## config.mk

```make
export PLATFORM = sky130hd
export DESIGN_NAME = sdram_phase_cal
export DESIGN_NICKNAME = d
export VERILOG_FILES = /design/src/rtl/sdram_phase_pkg.sv /design/src/rtl/sdram_phase_cal_cnt.sv /design/src/rtl/sdram_phase_cal.sv
export SDC_FILE = /design/constraint.sdc
export NUM_CORES = 1
export LEC_CHECK = 0
export CORE_UTILIZATION = 25
export CTS_CLUSTER_DIAMETER = 60
export DETAILED_ROUTE_END_ITERATION = 10
export GPL_ROUTABILITY_DRIVEN = 0
export GPL_TIMING_DRIVEN = 0
export PLACE_DENSITY = 0.45
export REMOVE_ABC_BUFFERS = 1
export SYNTH_ARGS = -nofsm -noshare
export SYNTH_HDL_FRONTEND = slang
export SYNTH_SLANG_ARGS = --single-unit
```

## constraint.sdc

```tcl
create_clock -name sclk0 -period 2.5 [get_ports sclk0]
set_input_delay 0.5 -clock sclk0 [delete_from_list [all_inputs] [get_ports sclk0]]
set_output_delay 0.5 -clock sclk0 [all_outputs]
set_load 0.03 [all_outputs]
```

## src/rtl/sdram_phase_pkg.sv

```systemverilog
// Shared definitions for the SDRAM read-capture phase calibration controller:
// FSM states, sdram_phase command codes, ph_err status codes and failure codes.
package sdram_phase_pkg;

  typedef enum logic [3:0] {
    ST_IDLE,
    ST_RSTDCM,
    ST_SETTLE,
    ST_CLEAR,
    ST_READ,
    ST_DRAIN,
    ST_EVAL,
    ST_STEP,
    ST_QUAD,
    ST_DONE,
    ST_FAIL
  } cal_state_e;

  localparam logic [3:0] PH_CMD_CLR    = 4'h0;
  localparam logic [3:0] PH_CMD_INC    = 4'h1;
  localparam logic [3:0] PH_CMD_DEC    = 4'h2;
  localparam logic [3:0] PH_CMD_RST    = 4'h3;
  localparam logic [3:0] PH_CMD_Q90INC = 4'h4;
  localparam logic [3:0] PH_CMD_Q90RST = 4'hC;

  localparam logic [1:0] PH_ERR_NONE  = 2'd0;
  localparam logic [1:0] PH_ERR_LATE  = 2'd1;
  localparam logic [1:0] PH_ERR_EARLY = 2'd2;
  localparam logic [1:0] PH_ERR_EDGE  = 2'd3;

  localparam logic [1:0] FAIL_NONE   = 2'd0;
  localparam logic [1:0] FAIL_NODATA = 2'd1;
  localparam logic [1:0] FAIL_RANGE  = 2'd2;

  // Depth of the ph_err pipeline inside sdram_phase.
  localparam int DRAIN_CYCLES = 4;

  // Width of a down-counter that must hold (largest count - 1).
  function automatic int cal_cnt_width(input int a, input int b, input int c);
    int m;
    m = (a > b) ? a : b;
    m = (m > c) ? m : c;
    return (m < 2) ? 1 : $clog2(m);
  endfunction

endpackage

```

## src/rtl/sdram_phase_cal_cnt.sv

```systemverilog
// Loadable down-counter shared by the settle, read-count and drain phases of
// the calibration FSM. o_zero is high whenever the count has reached zero.
module sdram_phase_cal_cnt #(
  parameter int W = 6
) (
  input  logic         i_clk,
  input  logic         i_rst,
  input  logic         i_load,
  input  logic [W-1:0] i_load_val,
  input  logic         i_dec,
  output logic         o_zero
);

  logic [W-1:0] r_cnt;

  always_ff @(posedge i_clk) begin
    if (i_rst) begin
      r_cnt <= '0;
    end else if (i_load) begin
      r_cnt <= i_load_val;
    end else if (i_dec && (r_cnt != '0)) begin
      r_cnt <= r_cnt - W'(1);
    end
  end

  assign o_zero = (r_cnt == '0);

endmodule

```

## src/rtl/sdram_phase_cal.sv

```systemverilog
// Closed-loop DQS capture phase calibration driving sdram_phase commands.
// Optional quadrant search is enabled by defining SDRAM_PHASE_CAL_QUAD_EN.
module sdram_phase_cal
  import sdram_phase_pkg::*;
#(
  parameter int MAX_STEPS      = 64,
  parameter int SETTLE_CYCLES  = 32,
  parameter int READS_PER_STEP = 4
) (
  input  logic       sclk0,
  input  logic       rst,
  input  logic       start,
  input  logic [1:0] ph_err,
  input  logic       rd_done,
  output logic       rd_req,
  output logic       pre_wcmd,
  output logic [3:0] wd,
  output logic       busy,
  output logic       done,
  output logic       fail,
  output logic [1:0] fail_code,
  output logic [7:0] phase_ofs,
  output logic [1:0] quad
);

  localparam int CNT_W = cal_cnt_width(SETTLE_CYCLES, READS_PER_STEP, DRAIN_CYCLES);
  localparam logic [CNT_W-1:0] P_SETTLE_LD = CNT_W'(SETTLE_CYCLES - 1);
  localparam logic [CNT_W-1:0] P_READS_LD  = CNT_W'(READS_PER_STEP - 1);
  localparam logic [CNT_W-1:0] P_DRAIN_LD  = CNT_W'(DRAIN_CYCLES - 1);
  localparam logic signed [7:0] P_MAX_POS  = 8'(MAX_STEPS);
  localparam logic signed [7:0] P_MAX_NEG  = -P_MAX_POS;

  cal_state_e         r_state;
  logic               r_rd_req;
  logic               r_pre_wcmd;
  logic [3:0]         r_wd;
  logic               r_busy;
  logic               r_done;
  logic               r_fail;
  logic [1:0]         r_fail_code;
  logic signed [7:0]  r_phase_ofs;
  logic [1:0]         r_quad;
  logic               r_dir_vld;
  logic               r_dir_inc;

  logic               w_cnt_load;
  logic [CNT_W-1:0]   w_cnt_val;
  logic               w_cnt_dec;
  logic               w_cnt_zero;
  logic               w_tgt_inc;
  logic               w_at_limit;

  sdram_phase_cal_cnt #(
    .W (CNT_W)
  ) u_cnt (
    .i_clk      (sclk0),
    .i_rst      (rst),
    .i_load     (w_cnt_load),
    .i_load_val (w_cnt_val),
    .i_dec      (w_cnt_dec),
    .o_zero     (w_cnt_zero)
  );

  // The counter is loaded on the cycle that leaves for the counted state.
  always_comb begin
    w_cnt_load = 1'b0;
    w_cnt_val  = '0;
    w_cnt_dec  = 1'b0;
    case (r_state)
      ST_RSTDCM: begin
        w_cnt_load = !r_pre_wcmd;
        w_cnt_val  = P_SETTLE_LD;
      end
      ST_STEP: begin
        w_cnt_load = 1'b1;
        w_cnt_val  = P_SETTLE_LD;
      end
      ST_CLEAR: begin
        w_cnt_load = 1'b1;
        w_cnt_val  = P_READS_LD;
      end
      ST_SETTLE, ST_DRAIN: w_cnt_dec = !w_cnt_zero;
      ST_READ: begin
        if (rd_done) begin
          w_cnt_load = w_cnt_zero;
          w_cnt_val  = P_DRAIN_LD;
          w_cnt_dec  = !w_cnt_zero;
        end
      end
      default: ;
    endcase
  end

  assign w_tgt_inc  = (ph_err == PH_ERR_EARLY);
  assign w_at_limit = w_tgt_inc ? (r_phase_ofs >= P_MAX_POS) : (r_phase_ofs <= P_MAX_NEG);

  always_ff @(posedge sclk0) begin
    if (rst) begin
      r_state     <= ST_IDLE;
      r_rd_req    <= 1'b0;
      r_pre_wcmd  <= 1'b0;
      r_wd        <= PH_CMD_CLR;
      r_busy      <= 1'b0;
      r_done      <= 1'b0;
      r_fail      <= 1'b0;
      r_fail_code <= FAIL_NONE;
      r_phase_ofs <= '0;
      r_quad      <= 2'd0;
      r_dir_vld   <= 1'b0;
      r_dir_inc   <= 1'b0;
    end else begin
      r_pre_wcmd <= 1'b0;
      case (r_state)
        ST_IDLE: begin
          if (start) begin
            r_done      <= 1'b0;
            r_fail      <= 1'b0;
            r_fail_code <= FAIL_NONE;
            r_busy      <= 1'b1;
            r_dir_vld   <= 1'b0;
`ifdef SDRAM_PHASE_CAL_QUAD_EN
            r_pre_wcmd  <= 1'b1;
            r_wd        <= PH_CMD_Q90RST;
            r_quad      <= 2'd0;
`endif
            r_state     <= ST_RSTDCM;
          end
        end
        // Holds for one idle cycle when entered straight from a command strobe.
        ST_RSTDCM: begin
          if (!r_pre_wcmd) begin
            r_pre_wcmd  <= 1'b1;
            r_wd        <= PH_CMD_RST;
            r_phase_ofs <= '0;
            r_state     <= ST_SETTLE;
          end
        end
        ST_SETTLE: begin
          if (w_cnt_zero) r_state <= ST_CLEAR;
        end
        ST_CLEAR: begin
          r_pre_wcmd <= 1'b1;
          r_wd       <= PH_CMD_CLR;
          r_rd_req   <= 1'b1;
          r_state    <= ST_READ;
        end
        ST_READ: begin
          if (rd_done && w_cnt_zero) begin
            r_rd_req <= 1'b0;
            r_state  <= ST_DRAIN;
          end
        end
        ST_DRAIN: begin
          if (w_cnt_zero) r_state <= ST_EVAL;
        end
        ST_EVAL: begin
          if (ph_err == PH_ERR_EDGE) begin
            r_state <= ST_DONE;
          end else if (ph_err == PH_ERR_NONE) begin
            r_fail_code <= FAIL_NODATA;
            r_state     <= ST_FAIL;
          end else if (r_dir_vld && (r_dir_inc != w_tgt_inc)) begin
            r_state <= ST_DONE;
          end else if (w_at_limit) begin
            r_state <= ST_QUAD;
          end else begin
            r_dir_inc <= w_tgt_inc;
            r_state   <= ST_STEP;
          end
        end
        ST_STEP: begin
          r_pre_wcmd  <= 1'b1;
          r_wd        <= r_dir_inc ? PH_CMD_INC : PH_CMD_DEC;
          r_phase_ofs <= r_dir_inc ? (r_phase_ofs + 8'sd1) : (r_phase_ofs - 8'sd1);
          r_dir_vld   <= 1'b1;
          r_state     <= ST_SETTLE;
        end
        ST_QUAD: begin
`ifdef SDRAM_PHASE_CAL_QUAD_EN
          if (r_quad == 2'd3) begin
            r_fail_code <= FAIL_RANGE;
            r_state     <= ST_FAIL;
          end else begin
            r_pre_wcmd <= 1'b1;
            r_wd       <= PH_CMD_Q90INC;
            r_quad     <= r_quad + 2'd1;
            r_dir_vld  <= 1'b0;
            r_state    <= ST_RSTDCM;
          end
`else
          r_fail_code <= FAIL_RANGE;
          r_state     <= ST_FAIL;
`endif
        end
        ST_DONE: begin
          r_done  <= 1'b1;
          r_busy  <= 1'b0;
          r_state <= ST_IDLE;
        end
        ST_FAIL: begin
          r_fail  <= 1'b1;
          r_busy  <= 1'b0;
          r_state <= ST_IDLE;
        end
        default: r_state <= ST_IDLE;
      endcase
    end
  end

  assign rd_req    = r_rd_req;
  assign pre_wcmd  = r_pre_wcmd;
  assign wd        = r_wd;
  assign busy      = r_busy;
  assign done      = r_done;
  assign fail      = r_fail;
  assign fail_code = r_fail_code;
  assign phase_ofs = r_phase_ofs;
  assign quad      = r_quad;

endmodule

```

# Yosys cells after proc, flatten, opt, wreduce, memory -nomap -nowiden
# Index checks and enable logic that the tools add are counted.
dict set report word_totals {
  out_inout_bits 21
  regBits 30
  wordCells 112
}
dict set report op_classes {
  n_mux 39
  bitwise_logic 4
  n_lt_le_gt_ge 2
  reduce_logical 32
  n_addsub 3
  eq_ne 20
}
# operator count
set op_table {}
lappend op_table {{$mux W4} 10}
lappend op_table {{$pmux W4 S9} 1}
lappend op_table {{$eq A4 B3 Y1 const B} 4}
lappend op_table {{$mux W8} 2}
lappend op_table {{$pmux W8 S2} 1}
lappend op_table {{$pmux W5 S3} 1}
lappend op_table {{$ne A2 B2 Y1 const B} 7}
lappend op_table {{$pmux W1 S2} 7}
lappend op_table {{$reduce_and A2 Y1} 7}
lappend op_table {{$reduce_bool A2 Y1} 7}
lappend op_table {{$eq A4 B4 Y1 const B} 3}
lappend op_table {{$pmux W4 S3} 1}
lappend op_table {{$mux W2} 5}
lappend op_table {{$mux W5} 2}
lappend op_table {{$reduce_and A5 Y1} 2}
lappend op_table {{$add A8 B2 Y8 const B} 1}
lappend op_table {{$eq A4 B2 Y1 const B} 2}
lappend op_table {{$ge A8 B8 Y1 const B} 1}
lappend op_table {{$le A8 B7 Y1 const B} 1}
lappend op_table {{$reduce_or A2 Y1} 4}
lappend op_table {{$sub A8 B2 Y8 const B} 1}
lappend op_table {{$mux W1} 7}
lappend op_table {{$pmux W2 S3} 1}
lappend op_table {{$reduce_bool A3 Y1} 2}
lappend op_table {{13 further kinds} 20}

# Longest topological paths before layout
dict set report depth {
  ltp_word 7
  mapped_depth 8
  mapped_depth_nobuf 7
}

# Cells and area by module
# Synthesis repeated with hierarchy kept, for this count alone.
dict set report unflattened {
  hier_cells 240
  hier_area_um2 1858.0
}
# module area_per_inst_um2 cells_each n_inst seq_area_each_um2
set modules_own_cells {}
lappend modules_own_cells {sdram_phase_cal 1531.5 203 1 460.4}
lappend modules_own_cells {sdram_phase_cal_cnt 326.6 37 1 100.1}

# Least setup slack after synthesis
# OpenSTA, ideal clock, no wires.
dict set report synth_path {
  kind {register to register}
  from {reg r_dir_inc}
  to {reg r_phase_ofs[7], in the netlist phase_ofs[7]}
  path_stages_with_launch 8
  arrival_ns 2.043
  setup_slack_ns 0.382
  cell_sequence {dfxtp_1 > inv_1 > ha_1 > a21o_1 > a21oi_1 > a221oi_1 > or4b_1 > a31oi_1}
}
dict set report synth_between {
  elab_chain_len 2
}
# item line_no
set synth_rtl {}
lappend synth_rtl {{from (decl)} sdram_phase_cal.sv:44} ;# logic r_dir_inc;
lappend synth_rtl {{from (signal assigned)} sdram_phase_cal.sv:167} ;# r_dir_inc <= w_tgt_inc;
lappend synth_rtl {{$mux W8} sdram_phase_cal.sv:174} ;# r_phase_ofs <= r_dir_inc ? (r_phase_ofs + 8'sd1) : (r_phase_ofs - 8'sd1);
lappend synth_rtl {{$pmux W8 S2} sdram_phase_cal.sv:113} ;# case (r_state)
lappend synth_rtl {{to (signal assigned)} sdram_phase_cal.sv:174}
lappend synth_rtl {{to (decl)} sdram_phase_cal.sv:41} ;# logic signed [7:0] r_phase_ofs;
# No other way between the ends.
# A chain may end at the register's enable or synchronous reset.

# Worst setup path after layout
dict set report layout_path {
  from {reg r_state[2]}
  to {reg u_cnt.r_cnt[3]}
}
dict set report layout_between {
  elab_chain_len 5
  word_cells_on_any_way 15
  classes_between {6 x eq/ne; 4 x mux; 5 x reduce/logical}
}
# item line_no
set layout_rtl {}
lappend layout_rtl {{from (decl)} sdram_phase_cal.sv:33} ;# cal_state_e r_state;
lappend layout_rtl {{from (signal assigned)} sdram_phase_cal.sv:99} ;# r_state <= ST_IDLE;
lappend layout_rtl {{from (signal assigned)} sdram_phase_cal.sv:126} ;# r_state <= ST_RSTDCM;
lappend layout_rtl {{from (signal assigned)} sdram_phase_cal.sv:135} ;# r_state <= ST_SETTLE;
lappend layout_rtl {{$eq A4 B3 Y1 or $eq A4 B2 Y1 (tied branches)} sdram_phase_cal.sv:69} ;# case (r_state)
lappend layout_rtl {{$reduce_or A2 Y1} sdram_phase_cal.sv:69}
lappend layout_rtl {{$pmux W1 S2} sdram_phase_cal.sv:69}
lappend layout_rtl {{$logic_and A1 B1 Y1} sdram_phase_cal_cnt.sv:21} ;# end else if (i_dec && (r_cnt != '0)) begin
lappend layout_rtl {{$reduce_bool A2 Y1 (no source line)} -}
lappend layout_rtl {{to (signal assigned)} sdram_phase_cal_cnt.sv:20} ;# r_cnt <= i_load_val;
lappend layout_rtl {{to (signal assigned)} sdram_phase_cal_cnt.sv:22} ;# r_cnt <= r_cnt - W'(1);
lappend layout_rtl {{to (decl)} sdram_phase_cal_cnt.sv:14} ;# logic [W-1:0] r_cnt;
# Several ways; a longest one is shown, not always the timed one.

==> results.yml <==
route:
  routed_via_density: 4.81
  drt-initial-drc-count: 76
  vias: 1679
  drt-total-wl_mm: 4.64
  postRouteAntennaNets: 0
  wl_per_cell_um: 13.3
  firstDrtPassIters: 4
  drc: 0
critical_path:
  timing.critical_path.from_type: "flip-flop"
  setup.worst_path.start: "r_state[2]"
  critPathKind: "flip-flop to flip-flop"
  cp-end-kind: "flip-flop"
  cp_common_cell: "o2bb2ai_1"
  cp_slowest_cell: "dfxtp_1"
  reg2reg_depth: 5
  path_depth: 5
  cp.required_ps: 2680
  cp.arrival_ps: 2480
  path_cells: "or4b_1, o32ai_4, a21oi_2, o2bb2ai_1, o2bb2ai_1"
  worstPathMaxFanout: 23
  r2r-start: "r_state[2]"
  critical_path.top_delay_family: "compound AO/OA/AOI/OAI gates"
  cp.buffers_inverters: 0
  cpPeakStageDelay_ps: 790
clock_tree:
  cts-root-buf: "clkbuf_8"
  cts_made_buffers: 3
  cts_tree: "done"
  hold_buffers: 0
  clock-sinks: 28
  clock_latency_ps: 280
  clkTransAtPathRegs_ps: 100
  cts_post_setup_buffers_inserted: 0
  htreeDepth: 1
  clockBufferDepth: 2
logic_synthesis:
  ys_seq_elements: 28
  synth_cell_types: 56
  synth-async-reset-ratio_pct: 0
  synth_warnings: 0
  syn_area_per_cell_um2: 7.97
  synth_area_um2: 1890
  yosysSeqAreaShare_pct: 29.7
  postSynthCellCount: 237
  ys.flop_type: "dfxtp_1"
  synth_edf_count: 0
die:
  die_area_um2: 7910
  design.portCount: 27
  initial_utilization_pct: 25.9
  core_um2: 7290
  die_w_um: 88.9
  chipHeight_um: 88.9
  rows: 31
timing:
  finalWorstPathRequiredPeriod_ps: 2300
  finClkSkew_ps: 2.62
  maxSlewHeadroom_pct: 13.2
  tightestPinTransition_ps: 1300
  rsz0062_at_grt: "false"
  whs_ps: 478
  fin_crit_sh_pct: 92.0
  fmax_mhz: 435
  tns_ps: 0
  drv_slew: 0
  hold_violations: 0
  setup_viol: 0
finish:
  antennaDiodeCount: 0
  final_area_um2: 2210
  final_net_count: 267
  area_delta_synth_final_pct: 17.2
  drive_gt1_share_pct: 4.00
  utilization_pct: 30.4
  final_cell_mix: "28 x nor2_1, 27 x dfxtp_1, 22 x clkdlybuf4s50_1"
  final_common_cell: "nor2_1"
worst_hold_path:
  hold-path-cell-count: 2
  hp-start: "busy"
  min_path_type: "flip-flop to flip-flop"
placed_design:
  numPortBuffers: 22
  placed_cell_area_um2: 2170
  dp_hpwl_mm: 3.28
pwr:
  power_leakage_uw: 0.000818
  power_density_nw_per_um2: 726
  finalPower_uw: 1610
  peakVddDrop_v: 0.000310
grt:
  overflow: 0
  grt_start_max_net_pins: 34
  grt_usage_pct: 12.3
  grt_pass1_wl_mm: 7.65
  grt_antenna_before_repair: 0
  grt_pass1_vias: 1603
outcome:
  outcome: "finished clean"
flow_run:
  max_cap_violations: 0
==> sequential cells by signal (all words and copies together) (netlist names), 2 cells and up <==
signal	cells
phase_ofs	8
fail_code	2
u_cnt.r_cnt	5
wd	2
r_state	4
==> worst paths after layout <==
kind,slack [ps],endpoint
setup / recovery,200,u_cnt.r_cnt[3]
hold / removal,480,busy
setup reg to reg,200,u_cnt.r_cnt[3]
hold reg to reg,480,busy
==> kinds of logic after synthesis <==
logic type	share of synthesized area, %
buffers and inverters	7.09
AND/OR/NAND/NOR	24.6
AO/OA/AOI/OAI	28.1
multiplexers	1.66
XOR/XNOR	2.32
adder cells (fa/ha/maj)	6.36
other	0.198
flip-flops	29.7
==> metrics by stage <==
stage | instances | setup slack (ps)
final | 349 | 200
after global routing | 349 | 37.1
after CTS | 349 | 113
after detailed placement | 346 | -76.8
after global placement | 346 | -89.4
after floorplan | 225 | 382
==> metal layers <==
layer  vias up  routed length [um]  global-route usage, %
li1        888                   -                      -
met4         0                  51                   3.03
met1       768                2360                   16.4
met2        18                2160                   21.4
met5         -                   0                      0
met3         5                  69                   1.48
==> power breakdown <==
group	total, uW	switching [uW]	internal, uW
registers	631	117	515
logic	715	405	310
clock network	261	152	109
==> cell type report <==
cell class	count	area (um2)
Inverter	15	56.3
Timing Repair Buffer	22	220
Sequential cell	28	562
Multi-Input combinational cell	182	1210
Tap cell	99	124
Fill cell	831	5080
Clock buffer	3	41.3
==> synth_stat cells, drive strengths merged, types with 3 or more instances <==
library cell	count	area (um2)
nand3b	4	30.0
ha	8	100
a211oi	3	22.5
nor3	6	30.0
inv	15	56.3
or3	4	25.0
nand2	8	30.0
or4b	3	30.0
nor2	29	111
a21oi	20	104
xnor2	3	26.3
clkbuf	5	18.8
nand2b	7	43.8
a22oi	3	22.5
nor2b	8	50.1
o21ai	12	60.1
buf	10	58.8
a31oi	3	18.8
a21o	4	30.0
nand3	4	20.0
o2bb2ai	6	52.6
dfxtp	28	561
==> repair_timing <==
| item | CTS | global route |
|---|---|---|
| resized for setup | 1 | 1 |
| gates cloned | 0 | 0 |
| setup endpoints to repair | 1 | 1 |
==> tightest hold or removal path, delay by kind of cell (launching register included) <==
family	cells	cell delay, ps
compound gates	1	60
flops	1	330
buf+inv	1	50
(Power assumes the default switching activity.)
